<file path="src/rtl/freq_meter.sv">
// Frequency meter: counts synchronized rising edges of sig_in over a fixed
// gate window of GATE_CYCLES clk cycles. At the end of each window it latches
// the saturated count into freq and the overflow flag into ovf, and pulses
// valid for one cycle. With cont=1 the next window starts immediately after
// the previous one, so no input cycle goes unobserved.
module freq_meter #(
  parameter int GATE_CYCLES = 50000000,
  parameter int CNT_W       = 28,
  parameter int GATE_W      = 26
) (
  input  logic             clk,
  input  logic             rst_n,
  input  logic             sig_in,
  input  logic             start,
  input  logic             cont,
  output logic             busy,
  output logic [CNT_W-1:0] freq,
  output logic             ovf,
  output logic             valid
);

  // The gate counter is loaded with GATE_CYCLES-1 and counts down to zero.
  // The cycle in which it reads zero is the last cycle of the window, which
  // gives exactly GATE_CYCLES counted cycles per window.
  localparam logic [GATE_W-1:0] GATE_LOAD = GATE_W'(GATE_CYCLES - 1);
  localparam logic [GATE_W-1:0] GATE_ONE  = GATE_W'(1);
  localparam logic [CNT_W-1:0]  CNT_MAX   = {CNT_W{1'b1}};
  localparam logic [CNT_W-1:0]  CNT_ONE   = CNT_W'(1);

  typedef enum logic {
    IDLE    = 1'b0,
    MEASURE = 1'b1
  } state_t;

  state_t state;
  state_t next_state;

  // Input path: two-flop synchronizer, then a delayed copy for edge detection.
  logic sync_meta;
  logic sync_q;
  logic prev_q;
  logic edge_pulse;

  // Measurement registers and their next-state values.
  logic [GATE_W-1:0] gate;
  logic [GATE_W-1:0] gate_nxt;
  logic [CNT_W-1:0]  cnt;
  logic [CNT_W-1:0]  cnt_nxt;
  logic              sat;
  logic              sat_nxt;
  logic [CNT_W-1:0]  freq_nxt;
  logic              ovf_nxt;
  logic              valid_nxt;

  // Count and saturation flag as they stand after this cycle's edge, used
  // both for ordinary counting and for the terminal-cycle result.
  logic [CNT_W-1:0]  cnt_upd;
  logic              sat_upd;

  // Bring the asynchronous input into the clk domain and keep one cycle of
  // history so that a rising edge gives a single-cycle pulse.
  always_ff @(posedge clk or negedge rst_n) begin
    if (!rst_n) begin
      sync_meta <= 1'b0;
      sync_q    <= 1'b0;
      prev_q    <= 1'b0;
    end else begin
      sync_meta <= sig_in;
      sync_q    <= sync_meta;
      prev_q    <= sync_q;
    end
  end

  assign edge_pulse = sync_q & ~prev_q;

  // Saturating increment: once the counter is full it holds its value, and
  // the sticky flag records that edges were lost.
  always_comb begin
    cnt_upd = cnt;
    sat_upd = sat;
    if (edge_pulse) begin
      if (cnt == CNT_MAX) begin
        sat_upd = 1'b1;
      end else begin
        cnt_upd = cnt + CNT_ONE;
      end
    end
  end

  // State register for the IDLE/MEASURE controller.
  always_ff @(posedge clk or negedge rst_n) begin
    if (!rst_n) begin
      state <= IDLE;
    end else begin
      state <= next_state;
    end
  end

  // Next-state and datapath decisions. In IDLE edges are ignored and a
  // start or cont request arms a fresh window. In MEASURE every cycle is
  // counted; the terminal cycle publishes the result and either re-arms in
  // the same edge (cont) or returns to IDLE.
  always_comb begin
    next_state = state;
    gate_nxt   = gate;
    cnt_nxt    = cnt;
    sat_nxt    = sat;
    freq_nxt   = freq;
    ovf_nxt    = ovf;
    valid_nxt  = 1'b0;
    busy       = 1'b0;

    unique case (state)
      IDLE: begin
        if (start || cont) begin
          gate_nxt   = GATE_LOAD;
          cnt_nxt    = '0;
          sat_nxt    = 1'b0;
          next_state = MEASURE;
        end
      end

      MEASURE: begin
        busy    = 1'b1;
        cnt_nxt = cnt_upd;
        sat_nxt = sat_upd;
        if (gate != '0) begin
          gate_nxt = gate - GATE_ONE;
        end else begin
          freq_nxt  = cnt_upd;
          ovf_nxt   = sat_upd;
          valid_nxt = 1'b1;
          if (cont) begin
            gate_nxt = GATE_LOAD;
            cnt_nxt  = '0;
            sat_nxt  = 1'b0;
          end else begin
            next_state = IDLE;
          end
        end
      end

      default: begin
        next_state = IDLE;
      end
    endcase
  end

  // Measurement registers. A reset in the middle of a window throws the
  // partial count away and leaves the published result cleared.
  always_ff @(posedge clk or negedge rst_n) begin
    if (!rst_n) begin
      gate  <= '0;
      cnt   <= '0;
      sat   <= 1'b0;
      freq  <= '0;
      ovf   <= 1'b0;
      valid <= 1'b0;
    end else begin
      gate  <= gate_nxt;
      cnt   <= cnt_nxt;
      sat   <= sat_nxt;
      freq  <= freq_nxt;
      ovf   <= ovf_nxt;
      valid <= valid_nxt;
    end
  end

endmodule
</file>
<file path="config.mk">
export PLATFORM = sky130hd
export DESIGN_NAME = freq_meter
export DESIGN_NICKNAME = d
export VERILOG_FILES = /design/src/rtl/freq_meter.sv
export SDC_FILE = /design/constraint.sdc
export NUM_CORES = 1
export LEC_CHECK = 0
export BUFFER_PORTS_ARGS = -buffer_cell sky130_fd_sc_hd__buf_2
export CAP_MARGIN = 10
export CORE_AREA = 3 3 108 110
export CTS_CLUSTER_DIAMETER = 50
export DETAILED_ROUTE_END_ITERATION = 10
export DIE_AREA = 0 0 111 113
export SETUP_SLACK_MARGIN = 0.15
export SYNTH_ARGS = -nofsm -noshare
export SYNTH_HDL_FRONTEND = slang
export SYNTH_SLANG_ARGS = --single-unit
</file>
<file path="constraint.sdc">
create_clock -name clk -period 3.2 [get_ports clk]
set_clock_uncertainty 0.15 [all_clocks]
set_input_delay 0 -clock clk [delete_from_list [all_inputs] [get_ports clk]]
set_output_delay 0 -clock clk [all_outputs]
set_load 0.03 [all_outputs]
</file>
Word-level counts from Yosys, hierarchy flattened --
Cells that the tools add are included.
Storage, ports and cells: bits in registers 89, input bits 5
Cells by class: add/subtract/negate cells 2, equality and inequality tests 3, multiplexer cells 23, bitwise logic cells 4, reductions and logical operators 4
Operators with widths (count):
- two-way mux 28 bit | 5
- two-way mux 26 bit | 3
- case mux 28 bit (2 select lines) | 1
- case mux 26 bit (2 select lines) | 1
- adder 28 x 1 -> 28 bit (second input constant) | 1
- equality test 28 bit (second input constant) | 1
- nonzero test 26 bit | 1
- subtractor 26 x 1 -> 26 bit (second input constant) | 1
- two-way mux 1 bit | 11
- case mux 1 bit (2 select lines) | 2
- AND reduction 2 bit | 2
- inequality test 3 x 2 -> 1 bit (second input constant) | 1
- NOT 1 bit | 3
- inequality test 2 bit (second input constant) | 1
- AND 1 bit | 1
- logical OR 1 bit | 1

Logic depth before layout (Yosys ltp) --
word-level depth 6, depth in mapped cells 9, mapped depth without buffers 8

Worst setup path before layout --
No wires, ideal clock.
path type register to register, start point reg gate[0], end point reg gate[24], library setup time 79 ps, arrival 2197 ps, data required time 2971 ps, path slack 773 ps, stages on the path, launching flop included 8, path buffers 0, period minus slack after synthesis 2427 ps, cell sequence dfrtp_1 -> inv_1 -> ha_1 -> nor3b_2 -> nand4_4 -> or4_4 -> or4b_1 -> a21oi_1
Between the ends: word-level cells in the longest chain between the ends 3, elaborated cells on any way between the ends 6
Ends and longest elaborated chain:
- start: declaration | RTL line 45 | logic [GATE_W-1:0] gate;
- start signal: assignment | RTL line 160 | gate <= gate_nxt;
- subtractor 26 x 1 -> 26 bit or nonzero test 26 bit (tied branches) | RTL line 128, 127
- two-way mux 26 bit or inequality test 3 x 2 -> 1 bit (tied branches)
- case mux 26 bit (2 select lines) or AND reduction 2 bit (tied branches)
Parallel ways exist; a longest one is shown, timed or not. A chain may end at the register's enable or synchronous reset.

Final worst setup path --
start point reg gate[0], end point reg freq[17]
Between the ends: word-level cells in the longest chain between the ends 3
Ends and longest elaborated chain:
- nonzero test 26 bit | RTL line 127 | if (gate != '0) begin
- NOT 1 bit (no line)
- AND reduction 2 bit (no line)
- end signal: assignment | RTL line 163 | freq <= freq_nxt;
- end: declaration | RTL line 17 | output logic [CNT_W-1:0] freq,
No other way between the ends.

==> impl_metrics.py <==
metrics = {
    "cells_and_area": {
        "final_util": 0.507,
        "n_fill_cell": 1016,
        "fin_nets": 586,
        "n_antenna_cell": 0,
        "drive_above_1_share": 0.152,
        "fin_area_um2": 5480,
        "area_delta_synth_final_pct": 12.6,
    },
    "routing": {
        "drt_first_pass_iters": 4,
        "wirelength_mm": 12.1,
        "post_drt_wl_per_cell_um": 16.8,
        "ant_nets": 0,
        "drc": 0,
        "detail_route.iter0.violations": 226,
        "vias": 4243,
        "viasPerCell": 5.86,
    },
    "power_and_ir_drop": {
        "p_leak_nw": 2.29,
        "ir_worst_vdd_mv": 0.321,
        "pwr_density_cell_nw_per_um2": 436,
    },
    "timing": {
        "slew_viol_final": 0,
        "final-setup-viol-count": 0,
        "worst_slew_pin_slew_ns": 0.620,
        "final_hold_viol_count": 0,
        "fmax_mhz": 355,
        "period_minus_slack_ns": 2.82,
        "setup-tns-final_ns": 0,
        "slew-limit-headroom": 0.583,
        "grt_setup_unrepaired": "no",
        "fin_crit_sh": 0.880,
    },
    "synthesis": {
        "synth-edff-count": 0,
        "synth.mux.area_fraction": 0.00823,
        "syn_area_per_cell_um2": 9.00,
        "seq_area_frac_synth": 0.458,
        "syn-num-nets": 547,
        "synthXorXnorAreaFrac": 0.0378,
        "synth-async-reset-ratio": 1.00,
        "synth.area.top_cells": "dfrtp_1 46%, o21ai_0 5.5%, a21oi_1 4.6%",
        "synth_top_family_by_area": "simple AND/OR/NAND/NOR gates",
        "synthCells": 540,
        "synth.top_cell.area_share": 0.458,
        "yosys_register_bits": 89,
        "synth_simple_gate_area_frac": 0.256,
        "ys_types": 69,
        "syn_area_um2": 4860,
        "yosysWarnings": 0,
        "synth_flop_cell": "dfrtp_1",
        "synth_top_area_cell": "dfrtp_1",
        "synth_compound_area_frac": 0.195,
        "synth-adder-area-share": 0.00515,
    },
    "clocking": {
        "clk_path_buf_depth": 2,
        "cts_root_buf": "clkbuf_8",
        "tritoncts": "built",
        "path_clk_slew_ns": 0.08,
        "postCtsSetupBuffers": 0,
        "clk-insertion-delay-late_ns": 0.38,
        "cts_made_buffers": 9,
        "htree_levels": 3,
        "cts.sinks": 89,
    },
    "critical_path": {
        "r2r_cells": 7,
        "crit_type": "reg -> reg",
        "rrSetupSlack_ns": 0.38,
        "crit_path_start_kind": "register",
        "crit_arrival_ns": 2.99,
        "endpoint_kind": "register",
        "reg2reg_from": "gate[0]",
        "crit_fanout": 18,
        "r2r-end": "freq[17]",
        "cp.required_ns": 3.37,
    },
    "outcome": {
        "status": "finished, final reports clean",
    },
    "grt": {
        "antenna_found_initial": 0,
        "overflow": 0,
        "grt_pass1_vias": 4164,
        "grtUsageTotal": 0.207,
        "grt_pass1_wl_mm": 21.0,
        "grt_max_degree": 34,
    },
    "die": {
        "die_w_um": 111,
        "num_rows": 38,
        "initial_core_util": 0.450,
        "core_area_um2": 10800,
        "die_area_um2": 12500,
        "boundaryPins": 36,
        "die_y_um": 113,
    },
    "place": {
        "gp_congestion": 0.840,
        "placed_area_um2": 5230,
        "port_buffers": 35,
        "hpwlAfterDp_mm": 8.48,
    },
    "flow_run": {
        "cap_violations": 0,
    },
    "hold_path": {
        "hold_path.class": "in -> async",
    },
}
==> area by class of cell <==
| class | count | area, um2 | area share |
|---|---|---|---|
| repair buffers | 57 | 363 | 0.0663 |
| clock inverters | 2 | 10.0 | 0.00183 |
| clock buffers | 14 | 183 | 0.0334 |
| multi-input cells | 402 | 2440 | 0.446 |
| well taps | 140 | 175 | 0.0320 |
| inverters | 20 | 75.1 | 0.0137 |
| flip-flops and latches | 89 | 2230 | 0.407 |
==> metrics by stage <==
stage	hold slack (ns)	setup WS (ns)	instances	total power, mW
global route	0.0331	0.194	724	2.52
CTS	0.00727	0.334	724	2.42
global placement	-0.165	0.473	704	1.62
finish	0.0246	0.384	724	2.39
detailed placement	-0.161	0.354	704	1.64
floorplan	-0.446	0.773	540	1.55
==> routing by layer <==
| layer | share of wire | track usage | up-vias | wire length [um] |
|---|---|---|---|---|
| met5 | 0 | 0 | - | 0 |
| met1 | 0.47 | 0.272 | 2063 | 5680 |
| met3 | 0.030 | 0.0316 | 14 | 370 |
| li1 | - | - | 2093 | - |
| met4 | 0.017 | 0.0846 | 0 | 210 |
| met2 | 0.48 | 0.343 | 73 | 5880 |
==> synthesized netlist by cell type, drive strengths merged, types with 3 or more instances <==
master   n
mux2i    4
nand2b   8
and4     4
a21oi   45
or4     16
dfrtp   89
o31ai    7
xnor2   20
nand3b   4
and3     9
a31oi   21
inv     20
nand2   46
o21ai   54
nand3   25
clkbuf  22
or3     10
nand4   17
o211ai   4
nor4b    3
buf      7
nor3    17
nor2    36
nor4    13
==> worst max-delay path, cell delays in order (launching register included) <==
cell and delay (ns):
dfrtp_1 0.39, inv_1 0.11, ha_1 0.21, nor3b_2 0.39
nand4_2 0.30, or2_2 0.55, or4_1 0.56, nand3_1 0.09
==> cells by family after synthesis <==
family,Yosys count
adders and majority gates,2
buffers and inverters,49
and+or+nand+nor,217
DFF,89
xor gates and xnor gates,21
AOI/OAI and AO/OA,158
muxes,4
==> how the worst max path moves through the flow <==
| stage | to | slack [ns] | depth (start not counted) | start |
|---|---|---|---|---|
| after global placement | freq[17] | 0.47 | 7 | gate[0] |
| final | freq[17] | 0.38 | 7 | gate[0] |
| after global routing | freq[17] | 0.19 | 7 | gate[0] |
| after detailed placement | freq[13] | 0.35 | 7 | gate[0] |
| after floorplan | gate[24] | 0.77 | 7 | gate[0] |
| after CTS | freq[13] | 0.33 | 7 | gate[0] |
==> registers in the layout (all words and copies together), names as in the netlist <==
signal	flops
gate	26
valid	1
sync_meta	1
cnt	28
sat	1
freq	28
prev_q	1
sync_q	1
ovf	1
state	1
==> timing repair <==
action / 4_1_cts / 5_1_grt
endpoints found under the hold margin: 93 / 0
hold buffers: 4 / 0
gates resized for setup: 0 / 1
endpoints found under the setup margin: 0 / 3
==> cell usage in the layout, fill, tap and decap left out, drive strengths merged, types with 2 or more instances in the layout <==
| master | count |
|---|---|
| and4 | 4 |
| a31oi | 21 |
| or3 | 10 |
| nand2b | 8 |
| nor4 | 13 |
| nand2 | 46 |
| xnor2 | 20 |
| nor2b | 2 |
| nand3b | 4 |
| nor4b | 3 |
| or2 | 2 |
| dlygate4sd3 | 3 |
| clkinv | 2 |
| dfrtp | 89 |
| o21a | 2 |
| inv | 20 |
| nor2 | 36 |
| o22ai | 2 |
| ha | 2 |
| a21oi | 45 |
| and3 | 9 |
| nand4 | 17 |
| nor3b | 2 |
| or4 | 16 |
| clkbuf | 14 |
| o211ai | 4 |
| o311ai | 2 |
| o21ai | 54 |
| o31ai | 7 |
| nand3 | 25 |
| mux2i | 4 |
| a211o | 2 |
| buf | 54 |
| o2111ai | 2 |
| nor3 | 17 |
| a211oi | 2 |
==> report_power, final <==
part | total [mW] | switching (mW) | internal (mW)
registers | 1.36 | 0.149 | 1.21
logic | 0.266 | 0.140 | 0.126
clock network | 0.764 | 0.399 | 0.365
(Power assumes the default switching activity.)
